## config.mk

```make
export PLATFORM = sky130hd
export DESIGN_NAME = pll_lock_seq
export DESIGN_NICKNAME = d
export VERILOG_FILES = /design/src/rtl/pll_lock_seq.sv
export SDC_FILE = /design/constraint.sdc
export NUM_CORES = 1
export LEC_CHECK = 0
export BUFFER_PORTS_ARGS = -buffer_cell sky130_fd_sc_hd__buf_2
export CAP_MARGIN = 25
export CORE_MARGIN = 1.5
export CORE_UTILIZATION = 35
export CTS_CLUSTER_SIZE = 10
export DETAILED_ROUTE_END_ITERATION = 10
export MAX_ROUTING_LAYER = met4
export PLACE_DENSITY = 0.6
export SLEW_MARGIN = 20
export SYNTH_ARGS = -nofsm -noshare
export SYNTH_HDL_FRONTEND = slang
export SYNTH_SLANG_ARGS = --single-unit
```

## constraint.sdc

```tcl
create_clock -name clk -period 2.37 [get_ports clk]
set_clock_uncertainty 0.2 [all_clocks]
set_input_delay 0.474 -clock clk [delete_from_list [all_inputs] [get_ports clk]]
set_output_delay 0.474 -clock clk [all_outputs]
set_load 0.02 [all_outputs]
```

## src/rtl/pll_lock_seq.sv

```systemverilog
// PLL power-up / lock sequencer with retry, lock-stability qualification and dynamic divider reconfiguration.
// Optional macro PLL_AUTO_RELOCK_EN: lock loss in READY relocks instead of latching FAIL.
module pll_lock_seq #(
  parameter int          PWD_CYCLES   = 10,
  parameter int          RST_CYCLES   = 10,
  parameter int          LOCK_TIMEOUT = 100000,
  parameter int          LOCK_STABLE  = 64,
  parameter int          MAX_RETRY    = 3,
  parameter logic [9:0]  ODIV_INIT    = 10'd100,
  parameter logic [9:0]  DUTY_INIT    = 10'd100
) (
  input  logic       clk,
  input  logic       rst_n,
  input  logic       pll_lock,
  input  logic       cfg_req,
  input  logic [9:0] cfg_odiv,
  input  logic [9:0] cfg_duty,
  output logic       cfg_ack,
  output logic       pll_pwd,
  output logic       pll_rst,
  output logic [9:0] dyn_odiv0,
  output logic [9:0] dyn_duty0,
  output logic       clk_ready,
  output logic       busy,
  output logic       err,
  output logic [1:0] retry_cnt
);

  localparam logic [2:0] S_PWD       = 3'd0;
  localparam logic [2:0] S_RST       = 3'd1;
  localparam logic [2:0] S_WAIT_LOCK = 3'd2;
  localparam logic [2:0] S_STABLE    = 3'd3;
  localparam logic [2:0] S_READY     = 3'd4;
  localparam logic [2:0] S_FAIL      = 3'd5;

  // One shared counter serves every timed state, so it is sized for the longest interval.
  localparam int MAX_A   = (PWD_CYCLES > RST_CYCLES) ? PWD_CYCLES : RST_CYCLES;
  localparam int MAX_B   = (LOCK_TIMEOUT > LOCK_STABLE) ? LOCK_TIMEOUT : LOCK_STABLE;
  localparam int CNT_MAX = (MAX_A > MAX_B) ? MAX_A : MAX_B;
  localparam int CW      = $clog2(CNT_MAX + 1);

  logic [2:0]    state;
  logic [CW-1:0] cnt;
  logic          lock_meta;
  logic          lock_s;
  logic [2:0]    retry_inc;

  assign retry_inc = {1'b0, retry_cnt} + 3'd1;

  function automatic logic [9:0] nz(input logic [9:0] v);
    return (v == 10'd0) ? 10'd1 : v;
  endfunction

  always_ff @(posedge clk or negedge rst_n) begin
    if (!rst_n) begin
      lock_meta <= 1'b0;
      lock_s    <= 1'b0;
    end else begin
      lock_meta <= pll_lock;
      lock_s    <= lock_meta;
    end
  end

  // NOTE: every register here is sequential state, so only non-blocking assignments are used;
  // blocking ones would let later statements see same-edge values and break the pipeline.
  always_ff @(posedge clk or negedge rst_n) begin
    if (!rst_n) begin
      state     <= S_PWD;
      cnt       <= '0;
      pll_pwd   <= 1'b1;
      pll_rst   <= 1'b1;
      dyn_odiv0 <= ODIV_INIT;
      dyn_duty0 <= DUTY_INIT;
      cfg_ack   <= 1'b0;
      clk_ready <= 1'b0;
      busy      <= 1'b1;
      err       <= 1'b0;
      retry_cnt <= 2'd0;
    end else begin
      cfg_ack <= 1'b0;
      case (state)
        S_PWD: begin
          if (cnt == CW'(PWD_CYCLES - 1)) begin
            state   <= S_RST;
            cnt     <= '0;
            pll_pwd <= 1'b0;
          end else begin
            cnt <= cnt + 1'b1;
          end
        end
        S_RST: begin
          if (cnt == CW'(RST_CYCLES - 1)) begin
            state   <= S_WAIT_LOCK;
            cnt     <= '0;
            pll_rst <= 1'b0;
          end else begin
            cnt <= cnt + 1'b1;
          end
        end
        S_WAIT_LOCK: begin
          // The cycle that detects lock already counts as the first stable cycle.
          if (lock_s) begin
            if (LOCK_STABLE <= 1) begin
              state     <= S_READY;
              clk_ready <= 1'b1;
              busy      <= 1'b0;
              retry_cnt <= 2'd0;
            end else begin
              state <= S_STABLE;
              cnt   <= CW'(1);
            end
          end else if (cnt == CW'(LOCK_TIMEOUT - 1)) begin
            retry_cnt <= retry_inc[1:0];
            pll_rst   <= 1'b1;
            cnt       <= '0;
            if (retry_inc == 3'(MAX_RETRY)) begin
              state <= S_FAIL;
              err   <= 1'b1;
              busy  <= 1'b0;
            end else begin
              state <= S_RST;
            end
          end else begin
            cnt <= cnt + 1'b1;
          end
        end
        S_STABLE: begin
          if (!lock_s) begin
            state <= S_WAIT_LOCK;
            cnt   <= '0;
          end else if (cnt == CW'(LOCK_STABLE - 1)) begin
            state     <= S_READY;
            cnt       <= '0;
            clk_ready <= 1'b1;
            busy      <= 1'b0;
            retry_cnt <= 2'd0;
          end else begin
            cnt <= cnt + 1'b1;
          end
        end
        S_READY: begin
          // Lock loss wins over a simultaneous request; the request simply stays pending.
          if (!lock_s) begin
            clk_ready <= 1'b0;
            pll_rst   <= 1'b1;
            cnt       <= '0;
`ifdef PLL_AUTO_RELOCK_EN
            state     <= S_RST;
            busy      <= 1'b1;
            retry_cnt <= 2'd0;
`else
            state     <= S_FAIL;
            err       <= 1'b1;
`endif
          end else if (cfg_req) begin
            state     <= S_RST;
            cnt       <= '0;
            dyn_odiv0 <= nz(cfg_odiv);
            dyn_duty0 <= nz(cfg_duty);
            cfg_ack   <= 1'b1;
            clk_ready <= 1'b0;
            busy      <= 1'b1;
            pll_rst   <= 1'b1;
          end
        end
        S_FAIL: begin
          pll_rst   <= 1'b1;
          pll_pwd   <= 1'b0;
          clk_ready <= 1'b0;
          busy      <= 1'b0;
          err       <= 1'b1;
        end
        default: begin
          state <= S_FAIL;
          err   <= 1'b1;
        end
      endcase
    end
  end

endmodule

```

==> reports/metrics.cfg <==
[run_status]
status=completed

[finish]
multi_input_area_mm2=0.001211
layout-drive-gt1-share=0.3185
nFillCells=687
syn2layout_area_growth_pct=22.63
nets=363
seq_area_mm2=0.001264
diodes=0

[timing]
tns_ns=0
tightest_slew_ns=0.5497
period_share=0.9322
layout_min_cycle_time_ns=2.209
relSlewSlack=0.6335
setup_viol_count_final=0
rsz0062_at_grt=no
whs_ns=0.07129
finalHoldViolCount=0
max_freq_mhz=452.6
maxSlewViolCount=0

[logic_synthesis]
synth_area_leader_cell=dfrtp_1
syn_area_per_cell_um2=9.227
synth.top_cells.by_count=nand2_1, dfrtp_1, nor2_1
synth_cells=275
synth_area_leaders=dfrtp_1, nand2_1, dfstp_2
syn_nets=303
synth-main-ff-cell=dfrtp_1
synth-edff-count=0
yosysMostFrequentCell=nand2_1
synth.distinct_cells=46
synth-warning-count=0
synthArstFlopShare=1.000
ys_ff_latch=50
synth_top_area_frac=0.4043
netlist_area_mm2=0.002537
ys_seq_area_frac=0.4975

[grt]
antenna_found_initial=0
grt_pass1_wl_um=9873
grt_pass1_vias=2088
overflow=0
grt_start_max_net_pins=30
grtUsageTotal=0.1674

[power]
powerDensity_mw_per_mm2=944.2
leakage_nw=1.453
ir_worst_vdd_v=0.0004296

[clocking]
clock_latency_ns=0.31
cts_buffer_depth=2
htreeDepth=2
cts_setup_buffers=0
clk_pin_slew_worst_paths_ns=0.10
numCtsBuffers=5
clkSinkCount=50
root_buffer=clkbuf_8
tritoncts=built

[flow_run]
maxCapViolCount=0

[route]
ant_nets=0
drtIter0Drc=143
drc=0
routedWlPerCell_um=13.22
firstDrtPassIters=4
routed-via-count=2056
wl_um=5713
via_per_inst=4.759

[critical_path]
endpoint_kind=register
startpoint_type=register
cp_data_arrival_time_ns=2.21
cp.required_ns=2.37
r2r.worst_path.cells=5
reg2reg_slack_ns=0.16
path_class=register to register
cp_max_fo=5

[hold_path]
min_path_cells=1
hold_class=input port to register

[placed_design]
gp_congestion=0.8790
hpwl_um=4126
io_buffer_count=51

[floorplan]
dieArea_mm2=0.007770
die-width_um=88.15
io-pin-count=52
row_count=30
die_h_um=88.15
initial_core_util=0.3674
core_mm2=0.006907

## cell type report
type                            instances  area share
Sequential cell                        50      0.4061
Multi-Input combinational cell        204      0.3892
Timing Repair Buffer                   64      0.1222
Tap cell                               96     0.03860
Clock buffer                            6     0.02654
Inverter                               10     0.01206
Clock inverter                          2    0.005227
## per-stage QoR
stage          utilization  std cells  setup WS (ns)  power (W)  area [µm²]
6_report            0.4505        432         0.1606   0.002938        3112
5_1_grt             0.4505        432        0.01605   0.003141        3112
4_1_cts             0.4455        432        0.04000   0.002951        3077
3_5_place_dp        0.4297        423        0.06489   0.002390        2968
3_3_place_gp        0.4297        423         0.1277   0.002387        2968
2_1_floorplan            -        275         0.2352   0.002023        2537
## per-layer routing
layer | share of wire | global-route usage
met5 | 0 | -
met4 | 0.0082 | 0.04545
met3 | 0.041 | 0.03110
met1 | 0.49 | 0.2364
met2 | 0.46 | 0.2471
## path summary, 6_finish.rpt
path	from	endpoint
worst max-delay path	cnt[5]	state[2]
worst min-delay path	pll_lock	lock_meta
worst max register to register	cnt[5]	state[2]
worst min register to register	lock_meta	lock_s
max in group asynchronous	rst_n	dyn_odiv0[5]
min in group asynchronous	rst_n	state[2]
## cells by family (layout without fill, tap and decap cells)
group | count (synthesis) | after routing | share of synthesized area
multiplexers | 1 | 1 | 0.004438
buffers and inverters | 21 | 82 | 0.03846
flip-flops | 50 | 50 | 0.4975
AO/OA/AOI/OAI | 38 | 38 | 0.1105
XOR/XNOR | 16 | 16 | 0.05523
adder cells (fa/ha/maj) | 4 | 4 | 0.01972
AND/OR/NAND/NOR | 145 | 145 | 0.2742
## timing repair
| action | in CTS | in global routing |
|---|---|---|
| hold endpoints to repair | 20 | 0 |
| hold buffers | 1 | 0 |
| resized for setup | 0 | 6 |
| setup endpoints to repair | 0 | 4 |
## worst max-delay path, stage by stage, from the launching register on
cell and delay [ns]:
dfrtp_1 0.47, or4_4 0.59, o31ai_4 0.24, o2111ai_2 0.21, o21ai_1 0.16, o2bb2a_1 0.23
## cells in the final DEF, fill, tap and decap left out, types with 2 or more instances in the layout
cell type / n
nor2_2: 10
or2_2: 2
nor3_1: 8
a31oi_1: 4
buf_2: 51
nor2_1: 20
dfstp_2: 9
a21oi_1: 5
nand3_1: 6
o31ai_4: 2
o21ai_1: 4
o221ai_1: 2
buf_4: 10
and3_1: 2
nor4_2: 5
o31ai_1: 5
xor2_1: 5
nand2b_1: 3
nor4_1: 2
ha_1: 4
inv_1: 9
nand4_1: 4
xnor2_1: 11
buf_12: 2
clkbuf_8: 6
dfrtp_1: 40
o21ai_0: 6
nand2_1: 76
## power by group
| part | leakage [nW] | internal (W) | total [W] | switching (W) |
|---|---|---|---|---|
| combinational | 0.768 | 0.000460 | 0.00116 | 0.000704 |
| sequential | 0.637 | 0.00107 | 0.00123 | 0.000161 |
| clock | 0.0478 | 0.000241 | 0.000546 | 0.000305 |
| total | 1.45 | 0.00177 | 0.00294 | 0.00117 |
## flip-flops by register name, indices dropped and copies added (netlist names)
name,cells
pll_pwd,1
busy,1
clk_ready,1
lock_s,1
dyn_odiv0,10
cnt,17
err,1
state,3
dyn_duty0,10
retry_cnt,2
pll_rst,1
cfg_ack,1
lock_meta,1
Note: power is estimated with default switching activity, not from simulation.
